[src/rtl/mips_ctrl_pkg.sv]
// mips_ctrl_pkg: opcode/funct codes, FSM states, ALUOp and ALUControl encodings for the multicycle MIPS controller
package mips_ctrl_pkg;
    localparam int STATE_W   = 4;
    localparam int ALUCTRL_W = 3;
    localparam logic [5:0] OP_RTYPE = 6'b000000;
    localparam logic [5:0] OP_LW    = 6'b100011;
    localparam logic [5:0] OP_SW    = 6'b101011;
    localparam logic [5:0] OP_BEQ   = 6'b000100;
    localparam logic [5:0] OP_ADDI  = 6'b001000;
    localparam logic [5:0] OP_J     = 6'b000010;
    localparam logic [5:0] FN_ADD   = 6'b100000;
    localparam logic [5:0] FN_SUB   = 6'b100010;
    localparam logic [5:0] FN_AND   = 6'b100100;
    localparam logic [5:0] FN_OR    = 6'b100101;
    localparam logic [5:0] FN_SLT   = 6'b101010;
    localparam logic [1:0] ALUOP_ADD   = 2'b00;
    localparam logic [1:0] ALUOP_SUB   = 2'b01;
    localparam logic [1:0] ALUOP_FUNCT = 2'b10;
    localparam logic [ALUCTRL_W-1:0] ALU_ADD = 3'b010;
    localparam logic [ALUCTRL_W-1:0] ALU_SUB = 3'b110;
    localparam logic [ALUCTRL_W-1:0] ALU_AND = 3'b000;
    localparam logic [ALUCTRL_W-1:0] ALU_OR  = 3'b001;
    localparam logic [ALUCTRL_W-1:0] ALU_SLT = 3'b111;
    typedef enum logic [STATE_W-1:0] {
        S_IDLE    = 4'd0,
        S_FETCH   = 4'd1,
        S_DECODE  = 4'd2,
        S_MEMADR  = 4'd3,
        S_MEMRD   = 4'd4,
        S_MEMWB   = 4'd5,
        S_MEMWR   = 4'd6,
        S_EXECUTE = 4'd7,
        S_ALUWB   = 4'd8,
        S_BRANCH  = 4'd9,
        S_ADDIEX  = 4'd10,
        S_ADDIWB  = 4'd11,
        S_JUMP    = 4'd12
    } state_t;
endpackage

[src/rtl/multicycle_ctrl_alu_decoder.sv]
// alu_decoder: maps ALUOp and Funct to the 3-bit ALUControl, flagging unsupported R-type functs
module alu_decoder
    import mips_ctrl_pkg::*;
(
    input  logic [1:0]           ALUOp,
    input  logic [5:0]           Funct,
    output logic [ALUCTRL_W-1:0] ALUControl,
    output logic                 FunctIllegal
);
    // Fixed add/sub for address and branch math, Funct lookup for R-type
    always_comb begin
        ALUControl   = ALU_ADD;
        FunctIllegal = 1'b0;
        if (ALUOp == ALUOP_SUB)
            ALUControl = ALU_SUB;
        else if (ALUOp == ALUOP_FUNCT) begin
            case (Funct)
                FN_ADD:  ALUControl = ALU_ADD;
                FN_SUB:  ALUControl = ALU_SUB;
                FN_AND:  ALUControl = ALU_AND;
                FN_OR:   ALUControl = ALU_OR;
                FN_SLT:  ALUControl = ALU_SLT;
                default: FunctIllegal = 1'b1;
            endcase
        end
    end
endmodule

[src/rtl/multicycle_ctrl.sv]
// multicycle_ctrl: Moore FSM sequencing a multicycle MIPS datapath; MEM_WAIT_EN adds MemReady stalls on memory states
module multicycle_ctrl
    import mips_ctrl_pkg::*;
(
    input  logic                 clk,
    input  logic                 RST,
    input  logic [5:0]           Opcode,
    input  logic [5:0]           Funct,
    input  logic                 Zero,
    input  logic                 MemReady,
    output logic                 PCEn,
    output logic                 IorD,
    output logic                 MemWrite,
    output logic                 IRWrite,
    output logic                 RegDst,
    output logic                 MemtoReg,
    output logic                 RegWrite,
    output logic                 ALUSrcA,
    output logic [1:0]           ALUSrcB,
    output logic [1:0]           PCSrc,
    output logic [ALUCTRL_W-1:0] ALUControl,
    output logic                 Illegal,
    output logic [STATE_W-1:0]   State
);
    state_t     r_state;
    state_t     w_next;
    logic       r_is_sw;
    logic       w_ready;
    logic       w_pc_write;
    logic       w_branch;
    logic       w_funct_illegal;
    logic [1:0] w_alu_op;

`ifdef MEM_WAIT_EN
    assign w_ready = MemReady;
`else
    assign w_ready = 1'b1 | MemReady;
`endif

    alu_decoder u_alu_decoder (
        .ALUOp       (w_alu_op),
        .Funct       (Funct),
        .ALUControl  (ALUControl),
        .FunctIllegal(w_funct_illegal)
    );

    // State register; lw/sw choice is captured while the opcode is decoded
    always_ff @(posedge clk or negedge RST) begin
        if (!RST) begin
            r_state <= S_IDLE;
            r_is_sw <= 1'b0;
        end else begin
            r_state <= w_next;
            if (r_state == S_DECODE)
                r_is_sw <= (Opcode == OP_SW);
        end
    end

    // Next state and per-state control decode, everything deasserted by default
    always_comb begin
        w_next     = S_FETCH;
        IorD       = 1'b0;
        MemWrite   = 1'b0;
        IRWrite    = 1'b0;
        RegDst     = 1'b0;
        MemtoReg   = 1'b0;
        RegWrite   = 1'b0;
        ALUSrcA    = 1'b0;
        ALUSrcB    = 2'b00;
        PCSrc      = 2'b00;
        w_alu_op   = ALUOP_ADD;
        w_pc_write = 1'b0;
        w_branch   = 1'b0;
        Illegal    = 1'b0;
        case (r_state)
            S_FETCH: begin
                IRWrite    = w_ready;
                w_pc_write = w_ready;
                ALUSrcB    = 2'b01;
                w_next     = w_ready ? S_DECODE : S_FETCH;
            end
            S_DECODE: begin
                ALUSrcB = 2'b11;
                case (Opcode)
                    OP_LW, OP_SW: w_next = S_MEMADR;
                    OP_RTYPE:     w_next = S_EXECUTE;
                    OP_BEQ:       w_next = S_BRANCH;
                    OP_ADDI:      w_next = S_ADDIEX;
                    OP_J:         w_next = S_JUMP;
                    default:      Illegal = 1'b1;
                endcase
            end
            S_MEMADR: begin
                ALUSrcA = 1'b1;
                ALUSrcB = 2'b10;
                w_next  = r_is_sw ? S_MEMWR : S_MEMRD;
            end
            S_MEMRD: begin
                IorD   = 1'b1;
                w_next = w_ready ? S_MEMWB : S_MEMRD;
            end
            S_MEMWB: begin
                MemtoReg = 1'b1;
                RegWrite = 1'b1;
            end
            S_MEMWR: begin
                IorD     = 1'b1;
                MemWrite = 1'b1;
                w_next   = w_ready ? S_FETCH : S_MEMWR;
            end
            S_EXECUTE: begin
                ALUSrcA  = 1'b1;
                w_alu_op = ALUOP_FUNCT;
                Illegal  = w_funct_illegal;
                w_next   = w_funct_illegal ? S_FETCH : S_ALUWB;
            end
            S_ALUWB: begin
                RegDst   = 1'b1;
                RegWrite = 1'b1;
            end
            S_BRANCH: begin
                ALUSrcA  = 1'b1;
                w_alu_op = ALUOP_SUB;
                w_branch = 1'b1;
                PCSrc    = 2'b01;
            end
            S_ADDIEX: begin
                ALUSrcA = 1'b1;
                ALUSrcB = 2'b10;
                w_next  = S_ADDIWB;
            end
            S_ADDIWB: RegWrite = 1'b1;
            S_JUMP: begin
                PCSrc      = 2'b10;
                w_pc_write = 1'b1;
            end
            default: w_next = S_FETCH;
        endcase
    end

    assign PCEn  = w_pc_write | (w_branch & Zero);
    assign State = r_state;
endmodule

[config.mk]
export PLATFORM = sky130hd
export DESIGN_NAME = multicycle_ctrl
export DESIGN_NICKNAME = d
export VERILOG_FILES = /design/src/rtl/mips_ctrl_pkg.sv /design/src/rtl/multicycle_ctrl_alu_decoder.sv /design/src/rtl/multicycle_ctrl.sv
export SDC_FILE = /design/constraint.sdc
export NUM_CORES = 1
export LEC_CHECK = 0
export ABC_AREA = 0
export ABC_CLOCK_PERIOD_IN_PS = 3380
export CORE_MARGIN = 1
export CORE_UTILIZATION = 39
export CTS_BUF_LIST = sky130_fd_sc_hd__clkbuf_8
export DETAILED_ROUTE_END_ITERATION = 6
export GPL_ROUTABILITY_DRIVEN = 1
export PLACE_DENSITY = 0.93
export SETUP_SLACK_MARGIN = 0.1
export SLEW_MARGIN = 10
export SYNTH_ARGS = -nofsm -noshare
export SYNTH_HDL_FRONTEND = slang
export SYNTH_SLANG_ARGS = --single-unit
[constraint.sdc]
create_clock -name clk -period 3.38 [get_ports clk]
set_input_delay 0.676 -clock clk [delete_from_list [all_inputs] [get_ports clk]]
set_output_delay 0.676 -clock clk [all_outputs]
set_load 0.02 [all_outputs]
==> metrics.txt <==
status=complete, no violations; synth warn=0; Hold Path Sink=r_is_sw; fmax=323 MHz; complex-gate fraction of the synthesized area=26.4%; post-synth top area cell=dfrtp_1; RR Endpoint=State[1]; hpwl dp=1.26 mm; core area=1300 um^2; starting density of the core=42.2%; Peak VDD IR=0.000531 V; Tot GR Track Use=25.7%; fin nets=135; die area=1560 um^2; final worst slack=0.285 ns; Yosys cell types=31; largest family of logic cells by synthesized area=simple AND/OR/NAND/NOR gates; fillers=101; worst path arrival time=2.42 ns; WHS=0.552 ns; Die Y=39.5 um; register area share after synthesis=22.8%; Switching Fraction=46.6%; crit path kind=in -> out; leakage=0.000379 uW; mux share of post-synthesis cell area=0%; hold crit path type=reg -> reg; synthesized instance count=81; antenna cell count=0; Syn-to-layout area delta=74.5%; final wirelength=1.79 mm; Max-slew headroom=65.3%; hold path start=r_is_sw; sequential share of power=19.2%; Final Hold Viols=0; Die Wd=39.5 um; top_reg_cell synth=dfrtp_1; clock sinks=5; layout cells sized above 1=6.78%; row count=13; post-synthesis register bit count=5; P_int=344 uW; drt wl/cell=13.4 um; total CTS buffers=3; Reg2Reg Depth=4; slew of the pin with the lowest slew margin=0.521 ns; initial antenna violation count=0; total congestion overflow=0; ranking of synthesized cells by area=dfrtp_1, nor3_1, nor2_1, a21oi_1, o21ai_0; Max clock buf depth=2; switching power=300 uW; PwrDens=673 nW/um^2; Final TNS setup=0 ns; area of the mapped netlist=549 um^2; Synth Area in XOR/XNOR=3.19%; DRC Markers=0; Crit path largest cell delay=0.46 ns; largest net degree at the start of global routing=17; Crit path max-delay family=simple AND/OR/NAND/NOR gates; io pins=36; via count=764; ANT nets after route=0; CTS tree=built; clock latency on the worst-skew pair=0.22 ns; critical path launch point type=input pin; CP max FO=3; CP cell instances=clkdlybuf4s50_1 -> nand2b_1 -> or3_1 -> or4b_1 -> dlygate4sd2_1; CP bufs+invs=2; Final Slew Violations=0; Post-Synth Simple-Gate Area=41.5%; first-pass GRT wire length=2.69 mm; adder-cell area share of the yosys netlist=0%; clk slew on worst S/H paths=0.04 ns; Comb power frac=64.1%; number of synthesized flops with an enable pin=0; Final min period=3.10 ns; Port Buffers=34; fin crit share=91.6%; MaxCap Viol Count=0; R2R setup slack=1.74 ns; gpl congestion=0.868; final setup vio count=0; CP required=2.70 ns; hold-critical path depth=2; CP Capture Type=primary output; unrepaired setup endpoints after global routing=no; Clk network pwr share=16.7%; area share of the largest cell type after synthesis=22.8%; FF-to-FF Start=State[0]; clk root buf=clkbuf_8; routed vias/inst=5.74; syn_nets=97; async set-reset flop share out of synthesis=100%; vias in the first global route=641; syn_area_per_cell=6.78 um^2; 1st-iter DRT viols=29; Post-synth top cells=nor2_1, nor3_1, a21oi_1; H-tree depth=1; pre-CTS setup slack=0.0520 ns; DR pass1 iterations=4; Clock Skews=0.00403 ns; slowest stage cell, crit path=or4b_1; count leader, synth=nor2_1
per-layer routing:
layer	wire length [um]	global-route usage (%)
met3	89	1.70
met4	38	10.3
met5	0	0
met2	929	50.0
met1	728	27.8
tightest hold or removal path, cell delays in order, from the launching register on:
cell and delay [ns]:
dfrtp_1 0.38, inv_1 0.05, o21ai_0 0.07
placed cells by master, fill, tap and decap left out:
cell type | synthesis | routed
clkdlybuf4s50_1 | 0 | 32
nor2_1 | 11 | 11
nor3_1 | 9 | 9
a21oi_1 | 6 | 6
dfrtp_1 | 5 | 5
inv_1 | 4 | 5
o21ai_0 | 5 | 5
nand2_1 | 4 | 4
nand2b_1 | 3 | 3
o211ai_1 | 3 | 3
nor2b_1 | 3 | 3
clkbuf_8 | 0 | 3
buf_4 | 1 | 3
nand2_2 | 2 | 2
nor4_1 | 2 | 2
xor2_1 | 2 | 2
nand4_1 | 2 | 2
o22ai_1 | 2 | 2
and2_1 | 1 | 1
o21a_1 | 1 | 1
and3_1 | 1 | 1
a2111oi_1 | 1 | 1
a31oi_1 | 1 | 1
a211oi_1 | 1 | 1
nand3_1 | 1 | 1
o31ai_1 | 1 | 1
a211o_1 | 1 | 1
or3_1 | 1 | 1
or4b_1 | 1 | 1
nor3b_1 | 1 | 1
nor4bb_1 | 1 | 1
a21o_1 | 1 | 1
dlygate4sd2_1 | 0 | 1
dlymetal6s2s_1 | 0 | 1
final cells by class:
class,count,area (um^2),area share (%)
Tap cell,15,18.8,1.96
Sequential cell,5,125,13.1
Multi-Input combinational cell,68,390,40.7
Timing Repair Buffer,37,364,38.0
Inverter,4,15.0,1.57
Clock buffer,3,41.3,4.31
Clock inverter,1,3.75,0.392
state kept, by name, indices dropped and copies added, names as in the netlist:
name and cells:
r_is_sw 1, State 4
worst max-delay path by stage:
| stage | start | end | cells past startpoint |
|---|---|---|---|
| final | Funct[4] | ALUControl[1] | 5 |
| after global routing | Funct[4] | ALUControl[1] | 5 |
| after CTS | Opcode[1] | Illegal | 6 |
| after detailed placement | Funct[4] | ALUControl[1] | 5 |
| after global placement | Funct[4] | ALUControl[1] | 5 |
| after floorplan | Funct[4] | ALUControl[1] | 3 |
power groups by stage:
stage	sequential, uW	combinational (uW)	clock (uW)
after floorplan	116	235	0
after global placement	122	403	0
after detailed placement	124	410	0
after CTS	124	415	108
after global routing	130	451	114
final	124	413	108
per-stage QoR:
stage	cells	utilization (%)	cell area, um^2	power [uW]
after floorplan	81	-	549	351
after global placement	129	70.1	912	525
after detailed placement	129	70.1	912	534
after CTS	133	73.5	956	647
after global routing	133	73.7	958	695
final	133	73.7	958	645
cells by family (layout without fill, tap and decap cells):
logic type / Yosys count / after routing
AO/OA/AOI/OAI: 23 / 23
XOR/XNOR: 2 / 2
AND/OR/NAND/NOR: 43 / 43
flip-flops: 5 / 5
buffers and inverters: 8 / 45
timing repair:
item | CTS | global route
gates resized for setup | 1 | 1
hold buffers | 0 | 0
endpoints found under the setup margin | 1 | 1
setup buffers | 0 | 0
pin swaps | 0 | 0
(Power assumes the default switching activity.)
